[src/rtl/punjac_pkg.sv]
// Shared constants, state encoding and small helpers for the sonar sample
// packer that feeds the combinational mine/rock neuron.
package punjac_pkg;

    localparam int BROJ_ZNACAJKI  = 60;
    localparam int SIRINA         = 16;
    localparam int SIRINA_UZORKA  = BROJ_ZNACAJKI * SIRINA;   // 960
    localparam int SIRINA_INDEKSA = 6;
    // Settle counter only needs to reach 14 (latency 1..15).
    localparam int SIRINA_BROJACA = 4;

    typedef enum logic [1:0] {
        PUNJENJE   = 2'd0,
        SMIRIVANJE = 2'd1,
        IZLAZ      = 2'd2
    } stanje_e;

    typedef logic [SIRINA_INDEKSA-1:0] indeks_t;

    // True when the slot index points at the final feature of a sample.
    function automatic logic je_zadnji(input indeks_t i);
        return i == indeks_t'(BROJ_ZNACAJKI - 1);
    endfunction

endpackage

[src/rtl/punjac_uzorka.sv]
// punjac_uzorka: serial-to-parallel front end for the mine/rock neuron.
// Collects 60 feature words over a valid/ready stream into the 960-bit
// uzorak bus, waits LATENCIJA_NEURONA cycles for the neuron to settle,
// captures its probability and offers it with a class bit on a second
// valid/ready handshake. prekid aborts the sample in progress.
// Optional macro PUNJAC_PROVJERA_EN: words with bit 15 set are stored as
// zero and raise the sticky greska flag (cleared by reset or prekid).
module punjac_uzorka
    import punjac_pkg::*;
#(
    parameter int          LATENCIJA_NEURONA = 2,        // 1..15
    parameter logic [15:0] PRAG              = 16'h8000
) (
    input  logic                     clk,
    input  logic                     rst_n,
    input  logic [SIRINA-1:0]        ulaz_podatak,
    input  logic                     ulaz_valid,
    output logic                     ulaz_ready,
    input  logic                     prekid,
    output logic [SIRINA_UZORKA-1:0] uzorak,
    input  logic [SIRINA-1:0]        neuron_izlaz,
    output logic [SIRINA-1:0]        rezultat,
    output logic                     klasa,
    output logic                     rezultat_valid,
    input  logic                     rezultat_ready,
    output logic                     greska
);

    localparam logic [SIRINA_BROJACA-1:0] ZADNJI_BROJ =
        SIRINA_BROJACA'(LATENCIJA_NEURONA - 1);

    stanje_e                   stanje_q, stanje_d;
    indeks_t                   indeks_q, indeks_d;
    logic [SIRINA_BROJACA-1:0] brojac_q, brojac_d;
    logic [SIRINA_UZORKA-1:0]  uzorak_q, uzorak_d;
    logic [SIRINA-1:0]         rezultat_q, rezultat_d;
    logic                      klasa_q, klasa_d;

    logic                      prihvat;      // word taken at this edge
    logic                      hvatanje;     // neuron output captured at this edge
    logic [SIRINA-1:0]         upis_rijec;   // value written into the slot

    // Handshake qualifiers; prekid blocks both the accept and the capture.
    always_comb begin
        prihvat  = (stanje_q == PUNJENJE) && ulaz_valid && !prekid;
        hvatanje = (stanje_q == SMIRIVANJE) && (brojac_q == ZADNJI_BROJ) && !prekid;
    end

`ifdef PUNJAC_PROVJERA_EN
    logic greska_q, greska_d;

    // Negative / overrange words are replaced by zero before packing.
    always_comb begin
        upis_rijec = ulaz_podatak[SIRINA-1] ? '0 : ulaz_podatak;
    end

    // Sticky error flag: set by a bad accepted word, cleared by prekid.
    always_comb begin
        greska_d = greska_q;
        if (prekid)
            greska_d = 1'b0;
        else if (prihvat && ulaz_podatak[SIRINA-1])
            greska_d = 1'b1;
    end

    // Error flag register.
    always_ff @(posedge clk or negedge rst_n) begin
        if (!rst_n) greska_q <= 1'b0;
        else        greska_q <= greska_d;
    end

    assign greska = greska_q;
`else
    // Words are packed exactly as received.
    always_comb begin
        upis_rijec = ulaz_podatak;
    end

    assign greska = 1'b0;
`endif

    // Next-state logic; prekid overrides every handshake.
    always_comb begin
        stanje_d = stanje_q;
        if (prekid) begin
            stanje_d = PUNJENJE;
        end else begin
            case (stanje_q)
                PUNJENJE:   if (prihvat && je_zadnji(indeks_q)) stanje_d = SMIRIVANJE;
                SMIRIVANJE: if (hvatanje)                       stanje_d = IZLAZ;
                IZLAZ:      if (rezultat_ready)                 stanje_d = PUNJENJE;
                default:                                        stanje_d = PUNJENJE;
            endcase
        end
    end

    // State register.
    always_ff @(posedge clk or negedge rst_n) begin
        if (!rst_n) stanje_q <= PUNJENJE;
        else        stanje_q <= stanje_d;
    end

    // Handshake outputs are pure decodes of the state flops.
    always_comb begin
        ulaz_ready     = (stanje_q == PUNJENJE);
        rezultat_valid = (stanje_q == IZLAZ);
    end

    // Slot index: advances per accepted word, back to 0 after slot 59 or on abort.
    always_comb begin
        indeks_d = indeks_q;
        if (prekid)
            indeks_d = '0;
        else if (prihvat)
            indeks_d = je_zadnji(indeks_q) ? '0 : indeks_q + 1'b1;
    end

    // Settle counter: runs only in SMIRIVANJE, idles at 0 elsewhere.
    always_comb begin
        brojac_d = '0;
        if (stanje_q == SMIRIVANJE && !prekid && !hvatanje)
            brojac_d = brojac_q + 1'b1;
    end

    // Pack register: only the addressed slot changes; nothing is ever cleared
    // except by reset, so uzorak stays frozen outside PUNJENJE.
    always_comb begin
        uzorak_d = uzorak_q;
        if (prihvat) begin
            for (int k = 0; k < BROJ_ZNACAJKI; k++) begin
                if (indeks_q == SIRINA_INDEKSA'(k))
                    uzorak_d[k*SIRINA +: SIRINA] = upis_rijec;
            end
        end
    end

    // Result capture on the last settle cycle; otherwise hold.
    always_comb begin
        rezultat_d = rezultat_q;
        klasa_d    = klasa_q;
        if (hvatanje) begin
            rezultat_d = neuron_izlaz;
            klasa_d    = (neuron_izlaz >= PRAG);
        end
    end

    // Datapath registers.
    always_ff @(posedge clk or negedge rst_n) begin
        if (!rst_n) begin
            indeks_q   <= '0;
            brojac_q   <= '0;
            uzorak_q   <= '0;
            rezultat_q <= '0;
            klasa_q    <= 1'b0;
        end else begin
            indeks_q   <= indeks_d;
            brojac_q   <= brojac_d;
            uzorak_q   <= uzorak_d;
            rezultat_q <= rezultat_d;
            klasa_q    <= klasa_d;
        end
    end

    assign uzorak   = uzorak_q;
    assign rezultat = rezultat_q;
    assign klasa    = klasa_q;

endmodule

[config.mk]
export PLATFORM = sky130hd
export DESIGN_NAME = punjac_uzorka
export DESIGN_NICKNAME = d
export VERILOG_FILES = /design/src/rtl/punjac_pkg.sv /design/src/rtl/punjac_uzorka.sv
export SDC_FILE = /design/constraint.sdc
export NUM_CORES = 1
export LEC_CHECK = 0
export CAP_MARGIN = 5
export CORE_AREA = 2 2 399 401
export DETAILED_ROUTE_END_ITERATION = 10
export DIE_AREA = 0 0 401 403
export PLACE_DENSITY_LB_ADDON = 0.08
export SETUP_SLACK_MARGIN = 0.1
export SLEW_MARGIN = 15
export SYNTH_ARGS = -nofsm -noshare
export SYNTH_HDL_FRONTEND = slang
export SYNTH_SLANG_ARGS = --single-unit
[constraint.sdc]
create_clock -name clk -period 2.6 [get_ports clk]
set_clock_uncertainty 0.05 [all_clocks]
set_input_delay 0.52 -clock clk [delete_from_list [all_inputs] [get_ports clk]]
set_output_delay 0.52 -clock clk [all_outputs]
set_load 0.02 [all_outputs]
[Word level (Yosys, flattened, before mapping)]
Cells that the tools add are included.
Widths: inputs -> output; s select.
Operators by class
  mux-type cells: 9
  $add $sub $neg: 2
  equal/unequal tests: 65
  $lt $le $gt $ge: 1
  reductions and logical operators: 73
Operators by type and width (number)
  $eq 6x6->1 const B: 28
  $reduce_and 2->1: 60
  $eq 6x5->1 const B: 16
  $eq 6x4->1 const B: 8
  $eq 6x3->1 const B: 4
  $mux 6: 3
  $ge 16x16->1 const B: 1
  $eq 6x2->1 const B: 2
  $mux 2: 4
  $logic_and 1x1->1: 7
  $add 6x1->6 const B: 1
  $eq 6x1->1 const B: 1
  $logic_not 6->1: 1
  $pmux 2 s3: 1
  $add 4x1->4 const B: 1
  $eq 4x1->1 const B: 1
  $mux 4: 1
  $ne 3x1->1 const B: 1
  $ne 3x2->1 const B: 1
  $ne 3x3->1 const B: 1
  $reduce_and 3->1: 1
  $eq 2x1->1 const B: 1
  $eq 2x2->1 const B: 1
  $logic_not 1->1: 2
  other kinds (2): 2
Storage, ports and cells
  output and inout bits: 980
  input bits: 37
  word-level logic and storage cells: 215
  bits in registers: 989

[Longest topological paths before layout]
Gate-level depths: netlist of run 1.
  depth after elaboration: 7
  depth in mapped cells: 7
  mapped depth without buffers: 5

[Worst setup path after synthesis of run 1]
OpenSTA, ideal clock, no wires.
  path type: reg2reg
  start point: register indeks_q[0]
  end point: register uzorak_q[773] (netlist: uzorak[773])
  library setup time: 0.125 ns
  stages on the path, launching flop included: 8
  slack: 0.588 ns
  arrival: 1.837 ns
  clock period less this slack: 2.012 ns
  path through: dfrtp_1 -> inv_1 -> ha_1 -> buf_2 -> buf_4 -> nand3_2 -> buf_6 -> mux2_4
On the way
  word-level cells in the longest chain between the ends: 2
Ends and longest elaborated chain
  start: declaration: line punjac_uzorka.sv:33  | indeks_t indeks_q, indeks_d;
  start signal: assignment: line punjac_uzorka.sv:156  | indeks_q <= indeks_d;
  $eq 6x6->1: line punjac_uzorka.sv:131  | if (indeks_q == SIRINA_INDEKSA'(k))
  $reduce_and 2->1 (no source line)
  end signal: assignment: line punjac_uzorka.sv:158  | uzorak_q <= uzorak_d;
  end: declaration: line punjac_uzorka.sv:35  | logic [SIRINA_UZORKA-1:0] uzorak_q, uzorak_d;
Every way passes these cells.
A chain may end at the register's enable or synchronous reset.

[Worst setup path in the final report of run 1]
  start point: register uzorak_q[260] (netlist: uzorak[260])
  end point: output port uzorak[260]
RTL lines
  end: declaration: line punjac_uzorka.sv:20  | output logic [SIRINA_UZORKA-1:0] uzorak,
No word-level cell between the ends.

==> flow_metrics.tcl, run 1 <==
set metrics [dict create \
    outcome "finished clean" \
    synth-edff-count 0 \
    fin_crit_ns 2.407 \
    cts.reportedPaths.clkPinSlew_ns 0.06 \
    tightestPinTransition_ns 0.6010 \
    overall_via_count_from_detail_route 24380 \
    synth_sequential_area_ratio_pct 63.27 \
    timing.final.hold_violations 0 \
    timing.critical_path.from_type "flip-flop" \
    cts_max_level 3 \
    start_util_pct 24.84 \
    timing.critical_path.cells "clkdlybuf4s50_1" \
    num-fill-cells 15020 \
    worst_path_largest_cell_delay_ns 0.76 \
    internal_power_uw 26220 \
    placed_cells_incl_taps 5338 \
    clkSinkCount 989 \
    ioPinCount 1017 \
    numCtsBuffers 114 \
    postSynthAreaPerCell_um2 17.05 \
    synth_ff_type "dfrtp_1" \
    net_sw_share_pct 24.65 \
    antenna_violating_nets_post_route 0 \
    vdd_ir_drop_max_mv 0.5703 \
    final_cycle_utilization_of_the_critical_path_pct 92.56 \
    synth_fp_nets 2338 \
    path_buf_inv 1 \
    area.growth.synth_to_final_pct 44.81 \
    yosysTopAreaCellShare_pct 63.27 \
    place_ws_ns -0.09705 \
    static-leakage-power_uw 0.02694 \
    timing.critical_path.fanout_max 2 \
    yosys_warnings 0 \
    layout.nets 3426 \
    post-route-util_pct 35.97 \
    viasPerCell 4.386 \
    final_critical_path_setup_slack_ns 0.1933 \
    timing.fmax_mhz 415.5 \
    timing_worst_setup_path_type "flip-flop to primary output" \
    power-per-cell-area_nw_per_um2 614.4 \
    critPathRequiredTime_ns 2.03 \
    post_route_cells_drive_above_1_share_pct 39.09 \
    syn-cell-area_um2 39120 \
    slew-limit-headroom_pct 59.77 \
    timing.critical_path.to_type "primary output" \
    cts_root_buffer "clkbuf_16" \
    p_seq_share_pct 45.7 \
    clock_tree_from_tritoncts "done" \
    grtUsageTotal_pct 19.22 \
    routed_wire_length_per_instance_um 28.46 \
    postSynthRegisterBits 989 \
    finalSetupViolCount 0 \
    grt_pass1_wl_um 220500 \
    combPwrFrac_pct 8.1 \
    yosysTopAreaCell "dfrtp_1" \
    syn-instance-count 2295 \
    timing.critical_path.max_delay_family "buffers and inverters" \
    place.detailed.hpwl_um 109300 \
    finalHoldWorstSlack_ns 0.2868 \
    drtPass1Iterations 4 \
    globalplace.congestion 0.7842 \
    die_height_um 403 \
    synth_area_leaders "dfrtp_1 63%, mux2_2 24%, mux2_4 4.4%" \
    worst_hold_path_type "input pin to asynchronous set/reset pin" \
    portBuffers 1015 \
    finish.cell_count_without_fillers 5558 \
    std_cell_rows 146 \
    cts.repair_timing.setup_buffer_count 0 \
    rsz_0062_raised_after_global_routing "false" \
    dieArea_um2 161600 \
    die_width_um 401 \
    cell_with_the_most_instances_after_synthesis "dfrtp_1" \
    power.switching_uw 8579 \
    placeableCoreArea_um2 157500 \
    initial_antenna_violation_count 5 \
    synth_common_cells "989 x dfrtp_1, 820 x mux2_2, 114 x mux2_4" \
    synthDistinctLibCells 44 \
    globalRoute.totalOverflow 0 \
    totalWireLength_um 158200 \
    drc 0 \
    drv_cap 0 \
    critical-path-slowest-cell "clkdlybuf4s50_1" \
    power.clock.fraction_pct 46.2 \
    grt_pass1_vias 26380 \
    cp.arrival_ns 1.84 \
    timing.final.max_slew_violations 0 \
    cts.path.max_buffers 3 \
    async_flop_share_pct 100.0 \
    grt_max_degree 81 \
    clock_latency_ns 0.70 \
    drt-initial-drc-count 925 \
]
[power groups by stage]
stage / clock network [µW] / logic (µW) / registers, µW
after detailed placement: 0 / 2920 / 16200
after floorplan: 0 / 637 / 16600
after CTS: 16700 / 2930 / 15900
after global placement: 0 / 2900 / 16200
final: 16100 / 2820 / 15900
after global routing: 17300 / 2980 / 15900
[flip-flops by register name, indices dropped and copies added, names as in the netlist]
| name | count |
|---|---|
| uzorak | 960 |
| stanje_q | 2 |
| klasa | 1 |
| brojac_q | 4 |
| indeks_q | 6 |
| rezultat | 16 |
[what timing repair did]
| item | in CTS | in global routing |
|---|---|---|
| hold buffers | 1 | 0 |
| pin swaps | 0 | 0 |
| hold endpoints to repair | 18 | 0 |
| resized for setup | 9 | 1 |
| setup endpoints to repair | 4 | 1 |
[area by class of cell]
| class | count | area (µm²) | share of cell area (%) |
|---|---|---|---|
| clock buffers | 175 | 3385 | 5.975 |
| well taps | 2072 | 2592 | 4.577 |
| inverters | 5 | 18.77 | 0.03313 |
| repair buffers | 1166 | 12440 | 21.96 |
| flip-flops and latches | 989 | 24750 | 43.69 |
| multi-input cells | 1107 | 13050 | 23.03 |
| clock inverters | 35 | 392.9 | 0.6936 |
| diodes | 9 | 22.52 | 0.03976 |
[final timing paths]
path | start | endpoint | slack (ns) | cells after the start
max | uzorak[260] | uzorak[260] | 0.19 | 1
min | rst_n | uzorak[520] | 0.29 | 2
max reg2reg | indeks_q[3] | uzorak[905] | 0.25 | 5
min reg2reg | uzorak[346] | uzorak[346] | 0.44 | 1
max in group asynchronous | rst_n | uzorak[228] | 1.08 | 4
min in group clk | ulaz_podatak[6] | uzorak[902] | 0.30 | 2
[logic make-up (layout without fill, tap and decap cells)]
group / Yosys count / in the layout / share of synthesized area, %
XOR/XNOR: 2 / 2 / 0.04479
buffers and inverters: 199 / 1381 / 3.435
adder cells (fa/ha/maj): 6 / 6 / 0.1919
AO/OA/AOI/OAI: 13 / 13 / 0.2175
AND/OR/NAND/NOR: 108 / 108 / 3.617
other: 1 / 10 / 0.009586
flip-flops: 989 / 989 / 63.27
multiplexers: 977 / 977 / 29.22
[routing by layer]
layer	share of wire [%]	global-route usage, %	vias up
met5	0	0	-
li1	-	-	10330
met3	7.1	5.516	185
met1	40	23.04	13050
met2	49	32.88	819
met4	3.4	6.640	0
[stage by stage]
stage               power, µW  TNS, ns  area (µm²)
detailed placement      19100   -5.970       52830
floorplan               17200        0       39120
global placement        19060  -0.8779       52830
finish                  34800        0       56650
CTS                     35480        0       56620
global route            36230        0       56620
[worst register-to-register path, cell delays in order (launching register included)]
cell and delay, ns:
dfrtp_1 0.64, buf_4 0.29, and4b_1 0.60, nand3_4 0.18, buf_12 0.19, mux2_2 0.30
[placed cells by master, fill, tap and decap left out, types with 5 or more instances in the layout]
| master | netlist | layout |
|---|---|---|
| and4bb_2 | 6 | 6 |
| buf_12 | 0 | 94 |
| buf_4 | 8 | 72 |
| bufinv_16 | 0 | 5 |
| clkbuf_1 | 99 | 33 |
| clkbuf_16 | 0 | 116 |
| clkbuf_8 | 0 | 26 |
| clkdlybuf4s50_1 | 0 | 993 |
| clkinv_2 | 0 | 24 |
| dfrtp_1 | 989 | 989 |
| diode_2 | 0 | 9 |
| inv_1 | 5 | 5 |
| mux2_1 | 43 | 43 |
| mux2_2 | 820 | 820 |
| mux2_4 | 114 | 114 |
| nand2_1 | 8 | 8 |
| nand3_2 | 8 | 8 |
| nand3_4 | 52 | 52 |
| nor2_1 | 7 | 6 |
| nor4b_4 | 4 | 5 |
Note: power is estimated with default switching activity, not from simulation.
==> run 2: changes to the inputs <==
--- a/config.mk
+++ b/config.mk
@@ -5,10 +5,9 @@
 export SDC_FILE = /design/constraint.sdc
 export NUM_CORES = 1
 export LEC_CHECK = 0
-export CAP_MARGIN = 5
-export CORE_AREA = 2 2 399 401
+export CORE_AREA = 3 3 400 402
 export DETAILED_ROUTE_END_ITERATION = 10
-export DIE_AREA = 0 0 401 403
+export DIE_AREA = 0 0 403 405
 export PLACE_DENSITY_LB_ADDON = 0.08
 export SETUP_SLACK_MARGIN = 0.1
 export SLEW_MARGIN = 15
==> run 2 against run 1 <==
Against the previous run:
- critical path depth did not move
- count of clock-buffer cells in the layout is 5 higher
- die area is 1.0% higher
- sequential power about the same
- via count rose by 0.36%
- core utilization increased by 0.46 points
==> flow_metrics.tcl, run 2 (synthesis gave the netlist of run 1 again) <==
set metrics [dict create \
    post_route_cells_drive_above_1_share_pct 39.51 \
    totalWireLength_um 161000 \
    vdd_ir_drop_max_mv 0.5304 \
    reg2regPathDepth 5 \
    place_ws_ns 0.003687 \
    critical-path-slowest-cell "clkdlybuf4s50_1" \
    antenna_violating_nets_post_route 0 \
    setup-tns-final_ns 0 \
    finalSetupViolCount 0 \
    place.detailed.hpwl_um 114300 \
    multiInputGateArea_um2 13050 \
    largest_reg_flops 960 \
    clock_latency_ns 0.70 \
    drv_cap 0 \
    timing.fmax_mhz 419.8 \
    drc 0 \
    grtUsageTotal_pct 19.37 \
    combined_flip_flop_and_latch_cell_area_um2 24750 \
    numCtsBuffers 115 \
    routed_wire_length_per_instance_um 28.91 \
    die_height_um 405 \
    timing.reg2reg.setup_slack_ns 0.30 \
    outcome "finished clean" \
    globalplace.congestion 0.7742 \
    portBuffers 1015 \
    globalRoute.totalOverflow 0 \
    most_common_cell_after_layout_fill_and_taps_aside "clkdlybuf4s50_1" \
    power-per-cell-area_nw_per_um2 617.9 \
    drt-initial-drc-count 807 \
    setup.worst_path.end "uzorak[769]" \
    layout.nets 3451 \
    static-leakage-power_uw 0.02711 \
    drtPass1Iterations 4 \
    timing_worst_setup_path_type "flip-flop to primary output" \
    fin_crit_ns 2.382 \
    timing.critical_path.from_type "flip-flop" \
    cts.repair_timing.setup_buffer_count 0 \
    ioPinCount 1017 \
    tightestPinTransition_ns 0.7412 \
    final_critical_path_setup_slack_ns 0.2177 \
    timing.critical_path.fanout_max 2 \
    timing.final.max_slew_violations 0 \
    timing.critical_path.to_type "primary output" \
    grt_max_degree 67 \
    capture_point_of_the_worst_reg_to_reg_path "uzorak[869]" \
    timing.critical_path.max_delay_family "buffers and inverters" \
    clkSinkCount 989 \
    std_cell_rows 145 \
    worstReg2RegStart "indeks_q[4]" \
    cts_root_buffer "clkbuf_16" \
    cp.arrival_ns 1.81 \
    start_util_pct 25.01 \
    clock_tree_from_tritoncts "done" \
    area.growth.synth_to_final_pct 45.65 \
    die_width_um 403 \
    final_cycle_utilization_of_the_critical_path_pct 91.63 \
    overall_via_count_from_detail_route 24470 \
    min_from "ulaz_podatak[3]" \
    path_buf_inv 1 \
    dieArea_um2 163200 \
    grt_pass1_wl_um 223400 \
    viasPerCell 4.393 \
    initial_antenna_violation_count 16 \
    cts_max_level 3 \
    worst_path_largest_cell_delay_ns 0.75 \
    worst_hold_path_type "input pin to flip-flop" \
    grt_pass1_vias 26450 \
    num-fill-cells 14970 \
    crit_cells 1 \
    timing.final.hold_violations 0 \
    slew-limit-headroom_pct 50.59 \
    cts.reportedPaths.clkPinSlew_ns 0.06 \
    placed_cells_incl_taps 5348 \
    rsz_0062_raised_after_global_routing "true" \
    critPathRequiredTime_ns 2.03 \
    placeableCoreArea_um2 156400 \
    finish.cell_count_without_fillers 5570 \
    critical_path.startpoint "uzorak[769]" \
    most-common-layout-cells "993 x clkdlybuf4s50_1, 989 x dfrtp_1, 820 x mux2_2, 117 x clkbuf_16, 114 x mux2_4" \
    timing.critical_path.cells "clkdlybuf4s50_1" \
    cts.path.max_buffers 3 \
]
==> run 2: cell types whose count changed in the layout (fill, tap and decap cells not counted), moves of 2 or more <==
cell	change
clkinv_2	-8
clkbuf_8	+5
buf_12	+4
bufinv_16	+2
buf_4	+20
diode_2	+3
==> run 2: layout make-up <==
class	count	share of cell area (%)
flip-flops and latches	989	43.44
clock inverters	29	0.7291
clock buffers	180	6.098
repair buffers	1190	22.23
inverters	5	0.03294
multi-input cells	1107	22.90
diodes	12	0.05270
well taps	2058	4.519
==> run 2: where the power goes <==
group          switching [µW]  internal [µW]  leakage, µW  total, µW
sequential                184          15700       0.0137      15900
combinational            1740           1070       0.0115       2810
clock                    6660           9840      0.00191      16500
==> run 2: worst min path at each step <==
stage,depth (start not counted),to,slack [ns]
5_1_grt,2,uzorak[451],0.12
3_5_place_dp,1,uzorak[247],0.43
2_1_floorplan,0,brojac_q[0],0.17
6_report,2,uzorak[451],0.17
3_3_place_gp,1,brojac_q[0],0.42
4_1_cts,2,uzorak[451],0.09
==> run 2: per-stage QoR <==
| stage | power (µW) | area, µm² | hold slack, ns | utilization, % |
|---|---|---|---|---|
| after global routing | 36660 | 56950 | 0.1220 | 36.41 |
| after global placement | 19050 | 53040 | 0.4183 | 33.92 |
| after floorplan | 17200 | 39120 | 0.1744 | - |
| after detailed placement | 19090 | 53040 | 0.4299 | 33.92 |
| final | 35210 | 56980 | 0.1671 | 36.43 |
| after CTS | 35920 | 56940 | 0.08531 | 36.41 |
==> run 2: timing repair <==
action,in CTS,in global routing
setup endpoints to repair,5,1
gates resized for setup,9,1
hold buffers,1,0
endpoints found under the hold margin,11,0
==> run 2: routing by layer <==
metal / vias to the layer above / track usage [%] / wire length, µm
met3: 191 / 5.527 / 10970
met2: 781 / 32.90 / 78940
met4: 0 / 6.936 / 5677
met5: - / 0 / 0
li1: 10380 / - / -
met1: 13120 / 23.38 / 65460
==> RTL change 1: new RTL, config.mk and constraints of run 2 <==
The 3 values of `stanje_e` get a one-hot encoding in 3 bits.
--- a/src/rtl/punjac_pkg.sv
+++ b/src/rtl/punjac_pkg.sv
@@ -11,6 +11,6 @@
 
-    typedef enum logic [1:0] {
-        PUNJENJE   = 2'd0,
-        SMIRIVANJE = 2'd1,
-        IZLAZ      = 2'd2
+    typedef enum logic [2:0] {
+        PUNJENJE   = 3'b001,
+        SMIRIVANJE = 3'b010,
+        IZLAZ      = 3'b100
     } stanje_e;
Formal check against the unedited RTL: no difference found for any inputs over 4 cycles, from zero or initial values and one cycle with rst_n low; so few cycles prove little.
==> RTL change 1 against run 2 <==
  * Sequential cell count is 1 higher
  * Wire length is 2.6% lower
  * Worst setup slack lost 0.019 ns
  * Total power down 0.88%
  * Synthesized area shrank 2.9%
  * Die area stayed put
  * Final area down 2.4%
  * Critical path type unchanged
  * Critical endpoint is now rezultat_valid
  * Highest routed layer unchanged
==> RTL change 1: results (changes against run 2) <==
[detailed_routing]
dr_total_vias = 24100  ; -1.6%
wl_um = 157000  ; -2.6%
initialDrtViolationCount = 968  ; +20%

[final_layout]
drive_above_1_share_pct = 39.1  ; -0.45 points
nNetsFinal = 3422  ; -0.84%
stdcell_count = 5543  ; -0.48%

[power_and_ir_drop]
seqPwrFrac_pct = 45.5  ; +0.3 points
vdd_drop_max_uv = 560  ; +5.5%
comb_cell_power_uw = 2390  ; -15%
power_density_nw_per_um2 = 627  ; +1.5%

[global_routing]
grt_usage_pct = 18.8  ; -0.58 points
grt_pass1_vias = 26300  ; -0.43%
antenna_found_initial = 9  ; -7

[place]
dp.cells = 5318  ; -0.56%

[yosys]
synth-xor-area-share_pct = 0.0692  ; +0.024 points
synth_area_leaders = dfrtp_1, mux2_2, nand2_4
seq_area_frac_synth_pct = 65.2  ; +1.9 points
synthCells = 2290  ; -0.22%
yosys-top-cells-count = dfrtp_1, mux2_2, clkbuf_1, nand2_4, mux2_1
synthMuxAreaShare_pct = 29.0  ; -0.19 points
synth-compound-area-share_pct = 0.290  ; +0.072 points

[status]
status = finished clean

[sta]
worst_pin_slew_ns = 0.731  ; -0.0104 ns

[critical_path]
max_stage_delay_ns = 0.45  ; -0.30 ns
r2r_end = uzorak[377]$_DFFE_PN0P_
ff2ff_setup_slack_ns = 0.32  ; +0.02 ns
worst_ep_arrival_time_ns = 1.83  ; +0.02 ns

RTL change 1: timing repair:
item,CTS,global route
hold endpoints to repair,24,0
hold buffers,1,0
pin swaps,0,0
gates resized for setup,10,2
setup endpoints to repair,2,2
RTL change 1: stage by stage:
| step | util [%] | hold slack [ns] | area [sq um] |
|---|---|---|---|
| 3_3_place_gp | 33.0 | 0.419 | 51600 |
| 5_1_grt | 35.5 | 0.247 | 55600 |
| 4_1_cts | 35.5 | 0.228 | 55600 |
| 6_report | 35.6 | 0.276 | 55600 |
| 3_5_place_dp | 33.0 | 0.430 | 51600 |
| 2_1_floorplan | - | 0.174 | 38000 |
RTL change 1: routing by layer:
| metal | share of wire [%] | vias to the layer above | global-route usage [%] |
|---|---|---|---|
| li1 | - | 10200 | - |
| met1 | 39 | 12800 | 21.8 |
| met2 | 48 | 865 | 31.3 |
| met3 | 9.5 | 193 | 7.48 |
| met4 | 3.5 | 0 | 6.73 |
| met5 | 0 | - | 0 |
RTL change 1: area by class of cell:
type | instances | area, sq um
clock inverter | 41 | 458
antenna | 11 | 27.5
timing repair buffer | 1144 | 12100
multi-input combinational | 1120 | 12200
inverter | 7 | 26.3
clock buffer | 172 | 3510
sequential | 990 | 24800
tap | 2058 | 2570
fill | 15000 | 101000
RTL change 1: worst max path at each step:
stage	slack (ns)	endpoint	startpoint	depth (start not counted)
2_1_floorplan	0.49	uzorak[375]$_DFFE_PN0P_	prekid	7
3_3_place_gp	-0.20	uzorak[501]$_DFFE_PN0P_	prekid	6
3_5_place_dp	-0.21	uzorak[234]$_DFFE_PN0P_	prekid	8
4_1_cts	0.06	ulaz_ready	stanje_q[0]$_DFFE_PN1P_	2
5_1_grt	0.08	rezultat_valid	stanje_q[2]$_DFFE_PN0P_	3
6_report	0.20	rezultat_valid	stanje_q[2]$_DFFE_PN0P_	3
==> RTL change 2: new RTL, config.mk and constraints of run 2 <==
Made on the original files. `SIRINA_INDEKSA`: 6 -> 7.
--- a/src/rtl/punjac_pkg.sv
+++ b/src/rtl/punjac_pkg.sv
@@ -7,3 +7,3 @@
     localparam int SIRINA_UZORKA  = BROJ_ZNACAJKI * SIRINA;   // 960
-    localparam int SIRINA_INDEKSA = 6;
+    localparam int SIRINA_INDEKSA = 7;
     // Settle counter only needs to reach 14 (latency 1..15).
Behaviour: no difference found for any inputs over 4 cycles, from zero or initial values and one cycle with rst_n low; that may be too few to reach the edited logic, so the function may still have changed.
==> RTL change 2 against run 2 <==
  * Global-route usage up 0.22 points
  * Synthesized cell count about the same
  * Combinational power down 8.5%
  * Sequential cell count up 1
  * Wire length up 1.4%
  * Utilization up 0.066 points
  * Final area up 0.18%
  * Total power down 0.59%
  * Worst setup slack worse by 0.026 ns
  * Sequential share of layout area about the same
  * Synthesized area down 0.39%
==> RTL change 2: results (changes against run 2) <==
[final_layout]
final_cell_area_sq_um = 57100  ; +0.18%
num-nonclk-inverters = 6  ; +1
signal_buffers = 1169  ; -1.8%
syn2layout_area_growth_pct = 46.5
multi_input_area_share_pct = 23.1  ; +0.16 points
seq_area_sq_um = 24800  ; +0.10%
clk_share_pct = 6.85  ; +0.025 points
num-fill-cells = 14900  ; -0.70%
multi_input_gates = 1103  ; -0.36%
nNetsFinal = 3429  ; -0.64%
buffer_area_share_pct = 22.1  ; -0.15 points
design.seq.count = 990  ; +0.10%

[global_routing]
grt_max_degree = 99  ; +48%
grt_pass1_wl_um = 226000  ; +1.2%
grt_usage_pct = 19.6  ; +0.22 points
grt_pass1_vias = 26600  ; +0.65%
antenna_found_initial = 9  ; -7
grtUsageMet3_pct = 6.22  ; +0.69 points
use_met2_pct = 33.9  ; +0.99 points

[yosys]
synth_area_leaders = dfrtp_1, mux2_2, mux2_4
yosysUniqueCellTypes = 41  ; -6.8%
syn_nets = 2336  ; -0.086%
seq_area_frac_synth_pct = 63.6  ; +0.31 points
yosys-top-cells-count = dfrtp_1, mux2_2, clkbuf_1, mux2_4, nand4_4

[critical_path]
r2r_end = uzorak[945]$_DFFE_PN0P_
r2r_start = indeks_q[0]$_DFFE_PN0P_
critPathLaunch = uzorak[755]$_DFFE_PN0P_
ff2ff_path_depth = 5  ; unchanged
crit_end = uzorak[755]
worst_ep_arrival_time_ns = 1.84  ; +0.03 ns
ff2ff_setup_slack_ns = 0.41  ; +0.11 ns

[sta]
max_freq_mhz = 415  ; -1.1%
max_slew_margin_pct = 56.2  ; +5.6 points

[status]
status = finished clean

[detailed_routing]
dr.pass1.iters = 5  ; +1
wl_met2_um = 81000  ; +2.6%
dr_wl_met3_um = 12800  ; +16%
dr_total_vias = 24400  ; -0.17%
wl_met1_um = 64500  ; -1.5%
wl_per_cell_um = 29.4  ; +1.7%
initialDrtViolationCount = 821  ; +1.7%

[power_and_ir_drop]
vdd_drop_max_uv = 552  ; +4.0%
p_leak_uw = 0.0274  ; +1.2%
internal_power_uw = 26400  ; -0.85%

[clock_network]
cts_made_buffers = 116  ; +0.87%

[place]
dpl.hpwl_um = 114000  ; -0.26%
pre_cts_slack_ns = -0.0551  ; -0.0588 ns
place_area_sq_um = 53100  ; +0.19%
gp_congestion = 0.782  ; +0.98%

[min_path]
hold_depth = 2  ; unchanged

RTL change 2: worst min path at each step:
| stage | slack, ns | end |
|---|---|---|
| floorplan | 0.17 | brojac_q[0]$_DFF_PN0_ |
| global placement | 0.42 | brojac_q[0]$_DFF_PN0_ |
| detailed placement | 0.43 | uzorak[30]$_DFFE_PN0P_ |
| CTS | 0.22 | uzorak[755]$_DFFE_PN0P_ |
| global route | 0.24 | uzorak[755]$_DFFE_PN0P_ |
| finish | 0.28 | uzorak[755]$_DFFE_PN0P_ |
RTL change 2: what timing repair did:
item / CTS / global route
hold buffers: 1 / 0
setup endpoints to repair: 18 / 4
resized for setup: 18 / 5
endpoints found under the hold margin: 12 / 0
cloned: 0 / 0
RTL change 2: power groups by stage:
stage / sequential (uW) / clock (uW) / combinational, uW
2_1_floorplan: 16500 / 0 / 554
3_3_place_gp: 16100 / 0 / 2640
3_5_place_dp: 16100 / 0 / 2650
4_1_cts: 15900 / 17200 / 2660
5_1_grt: 15900 / 17800 / 2730
6_report: 15900 / 16600 / 2570
RTL change 2: metrics by stage:
step,cells,total power (uW)
after detailed placement,5325,18800
after CTS,5540,35700
after floorplan,2293,17000
after global routing,5540,36400
after global placement,5325,18800
final,5552,35000
RTL change 2: logic make-up (layout without fill, tap and decap cells):
kind of cell	Yosys count	count (layout)	share of synthesized area, %
other	1	13	0.00962
xor gates and xnor gates	2	2	0.0450
adders and majority gates	6	6	0.193
and+or+nand+nor	99	99	3.91
buffers and inverters	200	1389	2.75
muxes	977	977	29.2
AOI/OAI and AO/OA	18	18	0.308
DFF	990	990	63.6
